===== src/rtl/pip_hzd_ctrl_rv32_if.sv =====
// Pipeline hazard-control bus: ID/EX/MEM/WB hazard inputs toward the controller,
// stall/flush/forward strobes and status back toward the pipeline.
interface pip_hzd_ctrl_rv32_if #(
  parameter int CNT_W = 32
);
  logic [4:0]       iIDrs1ADDR;
  logic [4:0]       iIDrs2ADDR;
  logic             iIDrs1USE;
  logic             iIDrs2USE;
  logic             iIDvalid;
  logic [4:0]       iEXdregADDR;
  logic             iEXisLOAD;
  logic             iEXvalid;
  logic [4:0]       iMEMdregADDR;
  logic [4:0]       iWBdregADDR;
  logic             iMEMvalid;
  logic             iWBvalid;
  logic             iBRtaken;
  logic             iDMEMbusy;
  logic             iCNTclr;
  logic             oStallIF;
  logic             oStallID;
  logic             oStallEX;
  logic             oBubbleEX;
  logic             oFlushID;
  logic [1:0]       oFwdA;
  logic [1:0]       oFwdB;
  logic [1:0]       oState;
  logic [CNT_W-1:0] oStallCNT;

  modport master (
    output iIDrs1ADDR, iIDrs2ADDR, iIDrs1USE, iIDrs2USE, iIDvalid,
    output iEXdregADDR, iEXisLOAD, iEXvalid,
    output iMEMdregADDR, iWBdregADDR, iMEMvalid, iWBvalid,
    output iBRtaken, iDMEMbusy, iCNTclr,
    input  oStallIF, oStallID, oStallEX, oBubbleEX, oFlushID,
    input  oFwdA, oFwdB, oState, oStallCNT
  );

  modport slave (
    input  iIDrs1ADDR, iIDrs2ADDR, iIDrs1USE, iIDrs2USE, iIDvalid,
    input  iEXdregADDR, iEXisLOAD, iEXvalid,
    input  iMEMdregADDR, iWBdregADDR, iMEMvalid, iWBvalid,
    input  iBRtaken, iDMEMbusy, iCNTclr,
    output oStallIF, oStallID, oStallEX, oBubbleEX, oFlushID,
    output oFwdA, oFwdB, oState, oStallCNT
  );
endinterface


===== src/rtl/pip_hzd_ctrl_rv32.sv =====
// RV32 5-stage hazard controller: load-use stall, branch flush, data-memory wait,
// operand forwarding selects and a saturating stall-cycle counter.
module pip_hzd_ctrl_rv32 #(
  parameter int FLUSH_CYCLES = 2,
  parameter int CNT_W        = 32
) (
  input logic                iCLK,
  input logic                iRSTn,
  pip_hzd_ctrl_rv32_if.slave bus
);

  typedef enum logic [1:0] {
    RUN     = 2'b00,
    LDSTALL = 2'b01,
    MEMWAIT = 2'b10,
    FLUSH   = 2'b11
  } state_t;

  localparam logic [2:0] FCNT_INIT = (FLUSH_CYCLES > 1) ? 3'(FLUSH_CYCLES - 2) : 3'd0;

  state_t           state_q, state_d;
  state_t           resume_q, resume_d;
  state_t           eff_state;
  logic [2:0]       fcnt_q, fcnt_d;
  logic [CNT_W-1:0] stall_cnt_q, stall_cnt_d;
  logic             load_use;
  logic             stall_if, stall_id, stall_ex, bubble_ex, flush_id;

  function automatic logic [1:0] fwd_sel(
    input logic       src_use,
    input logic [4:0] rs,
    input logic       ex_valid,
    input logic       ex_load,
    input logic [4:0] ex_rd,
    input logic       mem_valid,
    input logic [4:0] mem_rd,
    input logic       wb_valid,
    input logic [4:0] wb_rd
  );
    if (!src_use || rs == 5'd0)               return 2'b00;
    if (ex_valid && !ex_load && ex_rd == rs)  return 2'b01;
    if (mem_valid && mem_rd == rs)            return 2'b10;
    if (wb_valid && wb_rd == rs)              return 2'b11;
    return 2'b00;
  endfunction

  function automatic logic [CNT_W-1:0] sat_inc(input logic [CNT_W-1:0] v);
    return (&v) ? v : v + CNT_W'(1);
  endfunction

  assign load_use = bus.iIDvalid & bus.iEXvalid & bus.iEXisLOAD & (bus.iEXdregADDR != 5'd0) &
                    ((bus.iIDrs1USE & (bus.iIDrs1ADDR == bus.iEXdregADDR)) |
                     (bus.iIDrs2USE & (bus.iIDrs2ADDR == bus.iEXdregADDR)));

  always_comb begin
    // A memory wait is transparent: once it ends, the interrupted state's rules apply at once.
    eff_state = (state_q == MEMWAIT) ? resume_q : state_q;
    state_d   = state_q;
    resume_d  = resume_q;
    fcnt_d    = fcnt_q;
    stall_if  = 1'b0;
    stall_id  = 1'b0;
    stall_ex  = 1'b0;
    bubble_ex = 1'b0;
    flush_id  = 1'b0;
    if (bus.iDMEMbusy) begin
      stall_if = 1'b1;
      stall_id = 1'b1;
      stall_ex = 1'b1;
      state_d  = MEMWAIT;
      if (state_q != MEMWAIT) resume_d = state_q;
    end else if (bus.iBRtaken) begin
      flush_id  = 1'b1;
      bubble_ex = 1'b1;
      state_d   = (FLUSH_CYCLES == 1) ? RUN : FLUSH;
      fcnt_d    = FCNT_INIT;
    end else begin
      case (eff_state)
        FLUSH: begin
          flush_id = 1'b1;
          if (fcnt_q == 3'd0) begin
            state_d = RUN;
          end else begin
            state_d = FLUSH;
            fcnt_d  = fcnt_q - 3'd1;
          end
        end
        RUN: begin
          if (load_use) begin
            stall_if  = 1'b1;
            stall_id  = 1'b1;
            bubble_ex = 1'b1;
            state_d   = LDSTALL;
          end else begin
            state_d = RUN;
          end
        end
        default: state_d = RUN;
      endcase
    end

    if (bus.iCNTclr)   stall_cnt_d = '0;
    else if (stall_if) stall_cnt_d = sat_inc(stall_cnt_q);
    else               stall_cnt_d = stall_cnt_q;
  end

  always_ff @(posedge iCLK or negedge iRSTn) begin
    if (!iRSTn) begin
      state_q     <= RUN;
      resume_q    <= RUN;
      fcnt_q      <= 3'd0;
      stall_cnt_q <= '0;
    end else begin
      state_q     <= state_d;
      resume_q    <= resume_d;
      fcnt_q      <= fcnt_d;
      stall_cnt_q <= stall_cnt_d;
    end
  end

  assign bus.oStallIF  = stall_if;
  assign bus.oStallID  = stall_id;
  assign bus.oStallEX  = stall_ex;
  assign bus.oBubbleEX = bubble_ex;
  assign bus.oFlushID  = flush_id;
  assign bus.oFwdA     = fwd_sel(bus.iIDrs1USE, bus.iIDrs1ADDR, bus.iEXvalid, bus.iEXisLOAD,
                                 bus.iEXdregADDR, bus.iMEMvalid, bus.iMEMdregADDR,
                                 bus.iWBvalid, bus.iWBdregADDR);
  assign bus.oFwdB     = fwd_sel(bus.iIDrs2USE, bus.iIDrs2ADDR, bus.iEXvalid, bus.iEXisLOAD,
                                 bus.iEXdregADDR, bus.iMEMvalid, bus.iMEMdregADDR,
                                 bus.iWBvalid, bus.iWBdregADDR);
  assign bus.oState    = state_q;
  assign bus.oStallCNT = stall_cnt_q;

endmodule


===== src/flat_wrapper.sv =====
// flat-port wrapper written by rule: the top's interface ports become plain ports
module pip_hzd_ctrl_rv32_flat 
#(
  parameter int FLUSH_CYCLES = 2,
  parameter int CNT_W        = 32
)
  (iCLK, iRSTn, bus_iIDrs1ADDR, bus_iIDrs2ADDR, bus_iIDrs1USE, bus_iIDrs2USE, bus_iIDvalid, bus_iEXdregADDR, bus_iEXisLOAD, bus_iEXvalid, bus_iMEMdregADDR, bus_iWBdregADDR, bus_iMEMvalid, bus_iWBvalid, bus_iBRtaken, bus_iDMEMbusy, bus_iCNTclr, bus_oStallIF, bus_oStallID, bus_oStallEX, bus_oBubbleEX, bus_oFlushID, bus_oFwdA, bus_oFwdB, bus_oState, bus_oStallCNT);
  pip_hzd_ctrl_rv32_if #(.CNT_W(CNT_W)) bus_i ();
  input logic iCLK;
  input logic iRSTn;
  input wire logic [$bits(bus_i.iIDrs1ADDR)-1:0] bus_iIDrs1ADDR;
  input wire logic [$bits(bus_i.iIDrs2ADDR)-1:0] bus_iIDrs2ADDR;
  input wire logic [$bits(bus_i.iIDrs1USE)-1:0] bus_iIDrs1USE;
  input wire logic [$bits(bus_i.iIDrs2USE)-1:0] bus_iIDrs2USE;
  input wire logic [$bits(bus_i.iIDvalid)-1:0] bus_iIDvalid;
  input wire logic [$bits(bus_i.iEXdregADDR)-1:0] bus_iEXdregADDR;
  input wire logic [$bits(bus_i.iEXisLOAD)-1:0] bus_iEXisLOAD;
  input wire logic [$bits(bus_i.iEXvalid)-1:0] bus_iEXvalid;
  input wire logic [$bits(bus_i.iMEMdregADDR)-1:0] bus_iMEMdregADDR;
  input wire logic [$bits(bus_i.iWBdregADDR)-1:0] bus_iWBdregADDR;
  input wire logic [$bits(bus_i.iMEMvalid)-1:0] bus_iMEMvalid;
  input wire logic [$bits(bus_i.iWBvalid)-1:0] bus_iWBvalid;
  input wire logic [$bits(bus_i.iBRtaken)-1:0] bus_iBRtaken;
  input wire logic [$bits(bus_i.iDMEMbusy)-1:0] bus_iDMEMbusy;
  input wire logic [$bits(bus_i.iCNTclr)-1:0] bus_iCNTclr;
  output wire logic [$bits(bus_i.oStallIF)-1:0] bus_oStallIF;
  output wire logic [$bits(bus_i.oStallID)-1:0] bus_oStallID;
  output wire logic [$bits(bus_i.oStallEX)-1:0] bus_oStallEX;
  output wire logic [$bits(bus_i.oBubbleEX)-1:0] bus_oBubbleEX;
  output wire logic [$bits(bus_i.oFlushID)-1:0] bus_oFlushID;
  output wire logic [$bits(bus_i.oFwdA)-1:0] bus_oFwdA;
  output wire logic [$bits(bus_i.oFwdB)-1:0] bus_oFwdB;
  output wire logic [$bits(bus_i.oState)-1:0] bus_oState;
  output wire logic [$bits(bus_i.oStallCNT)-1:0] bus_oStallCNT;
  assign bus_i.iIDrs1ADDR = bus_iIDrs1ADDR;
  assign bus_i.iIDrs2ADDR = bus_iIDrs2ADDR;
  assign bus_i.iIDrs1USE = bus_iIDrs1USE;
  assign bus_i.iIDrs2USE = bus_iIDrs2USE;
  assign bus_i.iIDvalid = bus_iIDvalid;
  assign bus_i.iEXdregADDR = bus_iEXdregADDR;
  assign bus_i.iEXisLOAD = bus_iEXisLOAD;
  assign bus_i.iEXvalid = bus_iEXvalid;
  assign bus_i.iMEMdregADDR = bus_iMEMdregADDR;
  assign bus_i.iWBdregADDR = bus_iWBdregADDR;
  assign bus_i.iMEMvalid = bus_iMEMvalid;
  assign bus_i.iWBvalid = bus_iWBvalid;
  assign bus_i.iBRtaken = bus_iBRtaken;
  assign bus_i.iDMEMbusy = bus_iDMEMbusy;
  assign bus_i.iCNTclr = bus_iCNTclr;
  assign bus_oStallIF = bus_i.oStallIF;
  assign bus_oStallID = bus_i.oStallID;
  assign bus_oStallEX = bus_i.oStallEX;
  assign bus_oBubbleEX = bus_i.oBubbleEX;
  assign bus_oFlushID = bus_i.oFlushID;
  assign bus_oFwdA = bus_i.oFwdA;
  assign bus_oFwdB = bus_i.oFwdB;
  assign bus_oState = bus_i.oState;
  assign bus_oStallCNT = bus_i.oStallCNT;
  pip_hzd_ctrl_rv32 #(.FLUSH_CYCLES(FLUSH_CYCLES), .CNT_W(CNT_W)) u_core (.iCLK(iCLK), .iRSTn(iRSTn), .bus(bus_i));
endmodule

===== config.mk =====
export PLATFORM = sky130hd
export DESIGN_NAME = pip_hzd_ctrl_rv32_flat
export DESIGN_NICKNAME = d
export VERILOG_FILES = /design/src/rtl/pip_hzd_ctrl_rv32_if.sv /design/src/rtl/pip_hzd_ctrl_rv32.sv /design/src/flat_wrapper.sv
export SDC_FILE = /design/constraint.sdc
export NUM_CORES = 1
export LEC_CHECK = 0
export CAP_MARGIN = 15
export CORE_MARGIN = 10
export CORE_UTILIZATION = 25
export DETAILED_ROUTE_END_ITERATION = 7
export PLACE_DENSITY_LB_ADDON = 0.1
export SLEW_MARGIN = 20
export SYNTH_ARGS = -nofsm -noshare
export SYNTH_HDL_FRONTEND = slang
export SYNTH_SLANG_ARGS = --single-unit
export TNS_END_PERCENT = 20

===== constraint.sdc =====
create_clock -name iCLK -period 2.56 [get_ports iCLK]
set_input_delay 0.256 -clock iCLK [delete_from_list [all_inputs] [get_ports iCLK]]
set_output_delay 0.256 -clock iCLK [all_outputs]
set_load 0.005 [all_outputs]

## Yosys cells after proc, flatten, opt, wreduce, memory -nomap -nowiden

Index checks and enable logic that the tools add are counted.

| storage, ports and cells | value |
|---|---|
| output and inout port bits | 43 |
| register bits | 39 |
| word-level logic and storage cells | 108 |
| input port bits | 37 |

| cells by class | value |
|---|---|
| bitwise operators | 8 |
| equal/unequal tests | 13 |
| reductions and logical operators | 23 |
| multiplexer cells | 58 |
| add/sub/neg operators | 2 |

Operator list:

| cell | count |
|---|---|
| $mux W32 | 3 |
| $eq A5 B5 Y1 | 8 |
| $mux W2 | 20 |
| $add A32 B1 Y32 const B | 1 |
| $reduce_and A32 Y1 | 1 |
| $mux W1 | 31 |
| $logic_not A5 Y1 | 2 |
| $mux W3 | 3 |
| $logic_and A1 B1 Y1 | 7 |
| $and A1 B1 Y1 | 6 |
| $ne A2 B2 Y1 const B | 3 |
| $reduce_bool A5 Y1 | 1 |
| $eq A2 B2 Y1 const B | 2 |
| $pmux W2 S2 | 1 |
| $reduce_and A2 Y1 | 2 |
| $reduce_bool A2 Y1 | 2 |
| $logic_not A1 Y1 | 3 |
| $logic_not A3 Y1 | 1 |
| $reduce_and A3 Y1 | 1 |
| $sub A3 B1 Y3 const B | 1 |
| $logic_not A2 Y1 | 1 |
| $logic_or A1 B1 Y1 | 2 |
| $not A1 Y1 | 1 |
| $or A1 B1 Y1 | 1 |

## Longest topological paths before layout

| logic depth | value |
|---|---|
| depth after elaboration | 14 |
| depth in mapped cells | 11 |
| depth with buffers taken out | 10 |

## Worst setup path after synthesis

Ideal clock, no wire load.

| timing path | value |
|---|---|
| path kind | reg-to-reg |
| start point | register u_core.state_q[0], in the netlist u_core.bus.oState[0] |
| end point | register u_core.stall_cnt_q[19], in the netlist u_core.bus.oStallCNT[19] |
| arrival time | 2.226 ns |
| path buffers | 1 |
| clock period less this slack | 2.305 ns |
| required time | 2.482 ns |
| stages on the path, launching flop included | 11 |
| library setup time | 0.078 ns |
| path slack | 0.255 ns |
| path through | dfrtp_1 a21o_1 inv_1 ha_1 nand4_1 a211oi_2 o32ai_4 or2_1 buf_4 or3_1 a21oi_1 |

| between the ends | value |
|---|---|
| word-level cells in the longest chain between the ends | 8 |

Ends and longest elaborated chain:

| what | RTL line | text |
|---|---|---|
| from (decl) | pip_hzd_ctrl_rv32.sv:21 | `state_t state_q, state_d;` |
| from (signal assigned) | pip_hzd_ctrl_rv32.sv:114 | `state_q <= state_d;` |
| $eq A2 B2 Y1 | pip_hzd_ctrl_rv32.sv:57 | `eff_state = (state_q == MEMWAIT) ? resume_q : state_q;` |
| $mux W2 * | pip_hzd_ctrl_rv32.sv:57 |  |
| $logic_not A2 Y1 * | pip_hzd_ctrl_rv32.sv:78 | `case (eff_state)` |
| $mux W1 * | pip_hzd_ctrl_rv32.sv:78 |  |
| $mux W1 * | pip_hzd_ctrl_rv32.sv:72 | `end else if (bus.iBRtaken) begin` |
| $mux W1 * | pip_hzd_ctrl_rv32.sv:66 | `if (bus.iDMEMbusy) begin` |
| $reduce_bool A2 Y1 (no line) * | n/a |  |
| $reduce_and A2 Y1 (no line) * | n/a |  |
| to (signal assigned) | pip_hzd_ctrl_rv32.sv:117 | `stall_cnt_q <= stall_cnt_d;` |
| to (decl) | pip_hzd_ctrl_rv32.sv:25 | `logic [CNT_W-1:0] stall_cnt_q, stall_cnt_d;` |

Mark *: on every way between the ends. The rest lies on a longest branch, timed or not.
A chain may end at the register's enable or synchronous reset.

## Final worst setup path

| timing path | value |
|---|---|
| start point | register u_core.resume_q[0] |
| end point | register u_core.stall_cnt_q[25], in the netlist u_core.bus.oStallCNT[25] |

| between the ends | value |
|---|---|
| word-level cells in the longest chain between the ends | 7 |

Ends and longest elaborated chain:

| what | RTL line | text |
|---|---|---|
| from (decl) | pip_hzd_ctrl_rv32.sv:22 | `state_t resume_q, resume_d;` |
| from (signal assigned) | pip_hzd_ctrl_rv32.sv:115 | `resume_q <= resume_d;` |
| $mux W2 | pip_hzd_ctrl_rv32.sv:57 |  |
| $logic_not A2 Y1 | pip_hzd_ctrl_rv32.sv:78 |  |
| $mux W1 | pip_hzd_ctrl_rv32.sv:78 |  |
| $mux W1 | pip_hzd_ctrl_rv32.sv:72 |  |
| $mux W1 | pip_hzd_ctrl_rv32.sv:66 |  |
| $reduce_bool A2 Y1 (no line) | n/a |  |
| $reduce_and A2 Y1 (no line) | n/a |  |

No other way between the ends.

==> flow_metrics.py <==
metrics = {
    "outcome": {
        "status": "finished clean",
    },
    "timing": {
        "rsz0062_at_grt": "yes",
        "drv_slew": 0,
        "finalSetupViolCount": 0,
        "post-route-period-util": 0.946,
        "worst_pin_slew_ns": 0.932,
        "fmax_ghz": 0.413,
        "layout_setup_ws_ns": 0.139,
        "period_needed_ns": 2.42,
        "clock_skew_ns": 0.00217,
        "finalHoldViolations": 0,
        "relSlewSlack": 0.378,
    },
    "detailed_routing": {
        "post-route-drc-count": 0,
        "vias": 2672,
        "drtIter0Drc": 145,
        "routedWlPerCell_um": 15.5,
        "vias_per_cell": 4.78,
        "drt_first_pass_iters": 4,
        "ant_nets": 0,
        "wirelength_um": 8670,
    },
    "synth": {
        "synth_area_per_cell_um2": 8.82,
        "ys_warn_count": 0,
        "synth-edff-count": 0,
        "ys_seq_area_frac": 0.361,
        "ys_types": 44,
        "ys_ff_latch": 39,
        "synthCells": 306,
        "synth-main-ff-cell": "dfrtp_1",
        "synth-async-reset-ratio": 1.00,
        "syn_area_mm2": 0.00270,
        "synth_nets": 348,
    },
    "cts": {
        "clk_pin_slew_ns": 0.08,
        "cts_tree": "yes",
        "clkLatencyLatePin_ns": 0.30,
        "numCtsBuffers": 5,
        "cts_hold_repair.buffers": 0,
        "cts-root-buf": "clkbuf_8",
        "cts_max_level": 2,
        "clkSinkCount": 39,
        "clk_path_buf_depth": 2,
    },
    "power": {
        "p_per_area_mw_per_mm2": 415,
        "cellLeakagePower_nw": 1.76,
        "vdd_drop_max_v": 0.000189,
    },
    "global_route": {
        "antenna_found_initial": 0,
        "grt_pass1_wl_um": 14000,
        "grt_max_degree": 40,
        "grt_pass1_vias": 2682,
        "gr-total-overflow": 0,
        "grt.total_usage": 0.113,
    },
    "placement": {
        "placed_cells": 545,
        "place_ws_ns": -0.0940,
        "place_area_mm2": 0.00386,
        "place_congestion": 0.806,
        "hpwl_um": 6680,
        "port_buffers": 79,
    },
    "setup_path": {
        "crit_type": "reg2reg",
        "cp.arrival_ns": 2.65,
        "crit_start": "u_core.resume_q[0]",
        "crit_fanout": 6,
        "r2r_start": "u_core.resume_q[0]",
        "worstSetupEndpointType": "register",
        "rrSetupSlack_ns": 0.14,
        "required_ns": 2.79,
        "startpoint_type": "register",
    },
    "floorplan": {
        "die_area_mm2": 0.0154,
        "rows": 37,
        "initial_core_util": 0.259,
        "coreArea_mm2": 0.0104,
        "dieHeight_um": 124,
        "ioPinCount": 80,
        "die-width_um": 124,
    },
    "worst_hold_path": {
        "min_path_type": "in2async",
    },
    "finish": {
        "diodes": 0,
        "syn2layout_area_growth_pct": 51.6,
        "utilization": 0.393,
        "instances_no_fill": 559,
        "num-nets-final": 464,
        "drive_gt1_frac": 0.173,
        "final_cell_area_mm2": 0.00409,
    },
    "run": {
        "max_cap_violations": 0,
    },
}
[stage by stage]
stage / hold slack (ns) / TNS [ns] / power (mW)
after floorplan: -0.0396 / 0 / 0.881
after global placement: 0.467 / -0.241 / 1.07
after detailed placement: 0.468 / -0.358 / 1.07
after CTS: 0.139 / 0 / 1.72
after global routing: 0.165 / -0.0952 / 1.81
final: 0.0960 / 0 / 1.70
[registers in the layout (all words and copies together) (netlist names)]
register and cells:
u_core.fcnt_q 3, u_core.resume_q 2, u_core.bus.oStallCNT 32, u_core.bus.oState 2
[path summary, 6_finish.rpt]
kind                                       endpoint  cells after the start
setup / recovery           u_core.bus.oStallCNT[25]                     11
min in group iCLK                  u_core.fcnt_q[2]                      2
setup reg to reg           u_core.bus.oStallCNT[25]                     11
max in group asynchronous  u_core.bus.oStallCNT[16]                      1
hold reg to reg                    u_core.fcnt_q[2]                      2
hold / removal             u_core.bus.oStallCNT[11]                      1
[cell usage after synthesis (2+ instances only)]
cell | count | area share
a21oi_1 | 28 | 0.052
clkbuf_1 | 6 | 0.0083
a22o_1 | 2 | 0.0065
inv_1 | 12 | 0.017
nor2b_1 | 10 | 0.023
nand3_1 | 8 | 0.015
nand2b_1 | 2 | 0.0046
or3_1 | 13 | 0.030
buf_4 | 3 | 0.0083
and4b_1 | 2 | 0.0074
o21ai_0 | 17 | 0.032
and4_1 | 6 | 0.019
ha_1 | 5 | 0.023
nand2_1 | 18 | 0.025
a211oi_2 | 2 | 0.0093
or2_2 | 2 | 0.0046
xor2_1 | 26 | 0.084
nor2_1 | 28 | 0.039
a21o_1 | 3 | 0.0083
o31ai_1 | 3 | 0.0083
nand4_1 | 13 | 0.030
xnor2_1 | 10 | 0.032
mux2_2 | 7 | 0.029
dfrtp_1 | 39 | 0.36
nor3b_1 | 3 | 0.0083
nor3_1 | 11 | 0.020
or4_1 | 5 | 0.014
nor4_1 | 5 | 0.012
and3_1 | 2 | 0.0046
[power breakdown]
group / total [mW] / switching [mW] / internal, mW
Combinational: 0.395 / 0.194 / 0.201
Sequential: 0.671 / 0.0205 / 0.650
Clock: 0.633 / 0.243 / 0.389
[repair_timing]
action,CTS,global route
gates resized for setup,2,21
buffers inserted,1,5
pin swaps,1,10
endpoints found under the setup margin,2,15
cloned,0,0
[layout by cell type, fill, tap and decap left out, types with 3 or more instances in the layout]
master           Yosys  routed
nor4_1               5       4
nor3b_1              3       3
buf_4                3      39
xor2_1              26      26
dfrtp_1             39      39
nor3_1              11      10
o31ai_1              3       3
nor2b_1             10      10
dlymetal6s2s_1       0      13
o21ai_0             17      16
nor2_1              28      28
clkdlybuf4s50_1      0      63
nand2_1             18      18
or4_1                5       5
nand3_1              8       8
nand4_1             13      13
inv_1               12      12
clkbuf_8             0       5
ha_1                 5       5
a21oi_1             28      27
a21o_1               3       3
or3_1               13      13
mux2_2               7       7
and4_1               6       6
xnor2_1             10      10
[worst max-delay path: stages, from the launching register on]
cell	delay [ns]
dfrtp_1	0.40
a21o_1	0.20
inv_1	0.06
ha_1	0.14
nand4_1	0.12
a211oi_2	0.23
buf_4	0.16
o32ai_4	0.10
or2_4	0.31
buf_4	0.16
or3_1	0.34
a21oi_1	0.14
[layer usage]
layer  up-vias  track usage  wire length (um)
li1       1335            -                 -
met1      1267        0.148              3990
met2        62        0.178              4030
met3         8       0.0321               566
met4         0       0.0266                76
met5         -            0                 0
[cell type report]
cell class,count,area (um2)
clock buffers,5,68.8
clock inverters,3,67.6
fillers,1084,6320
inverters,12,45.0
multi-input cells,245,1650
flip-flops and latches,39,976
well taps,136,170
repair buffers,119,1120
[logic make-up after synthesis]
group / share of synthesized area
muxes: 0.0348
xor gates and xnor gates: 0.117
buffers and inverters: 0.0352
AOI/OAI and AO/OA: 0.140
and+or+nand+nor: 0.289
adders and majority gates: 0.0232
DFF: 0.361
(Power assumes the default switching activity.)
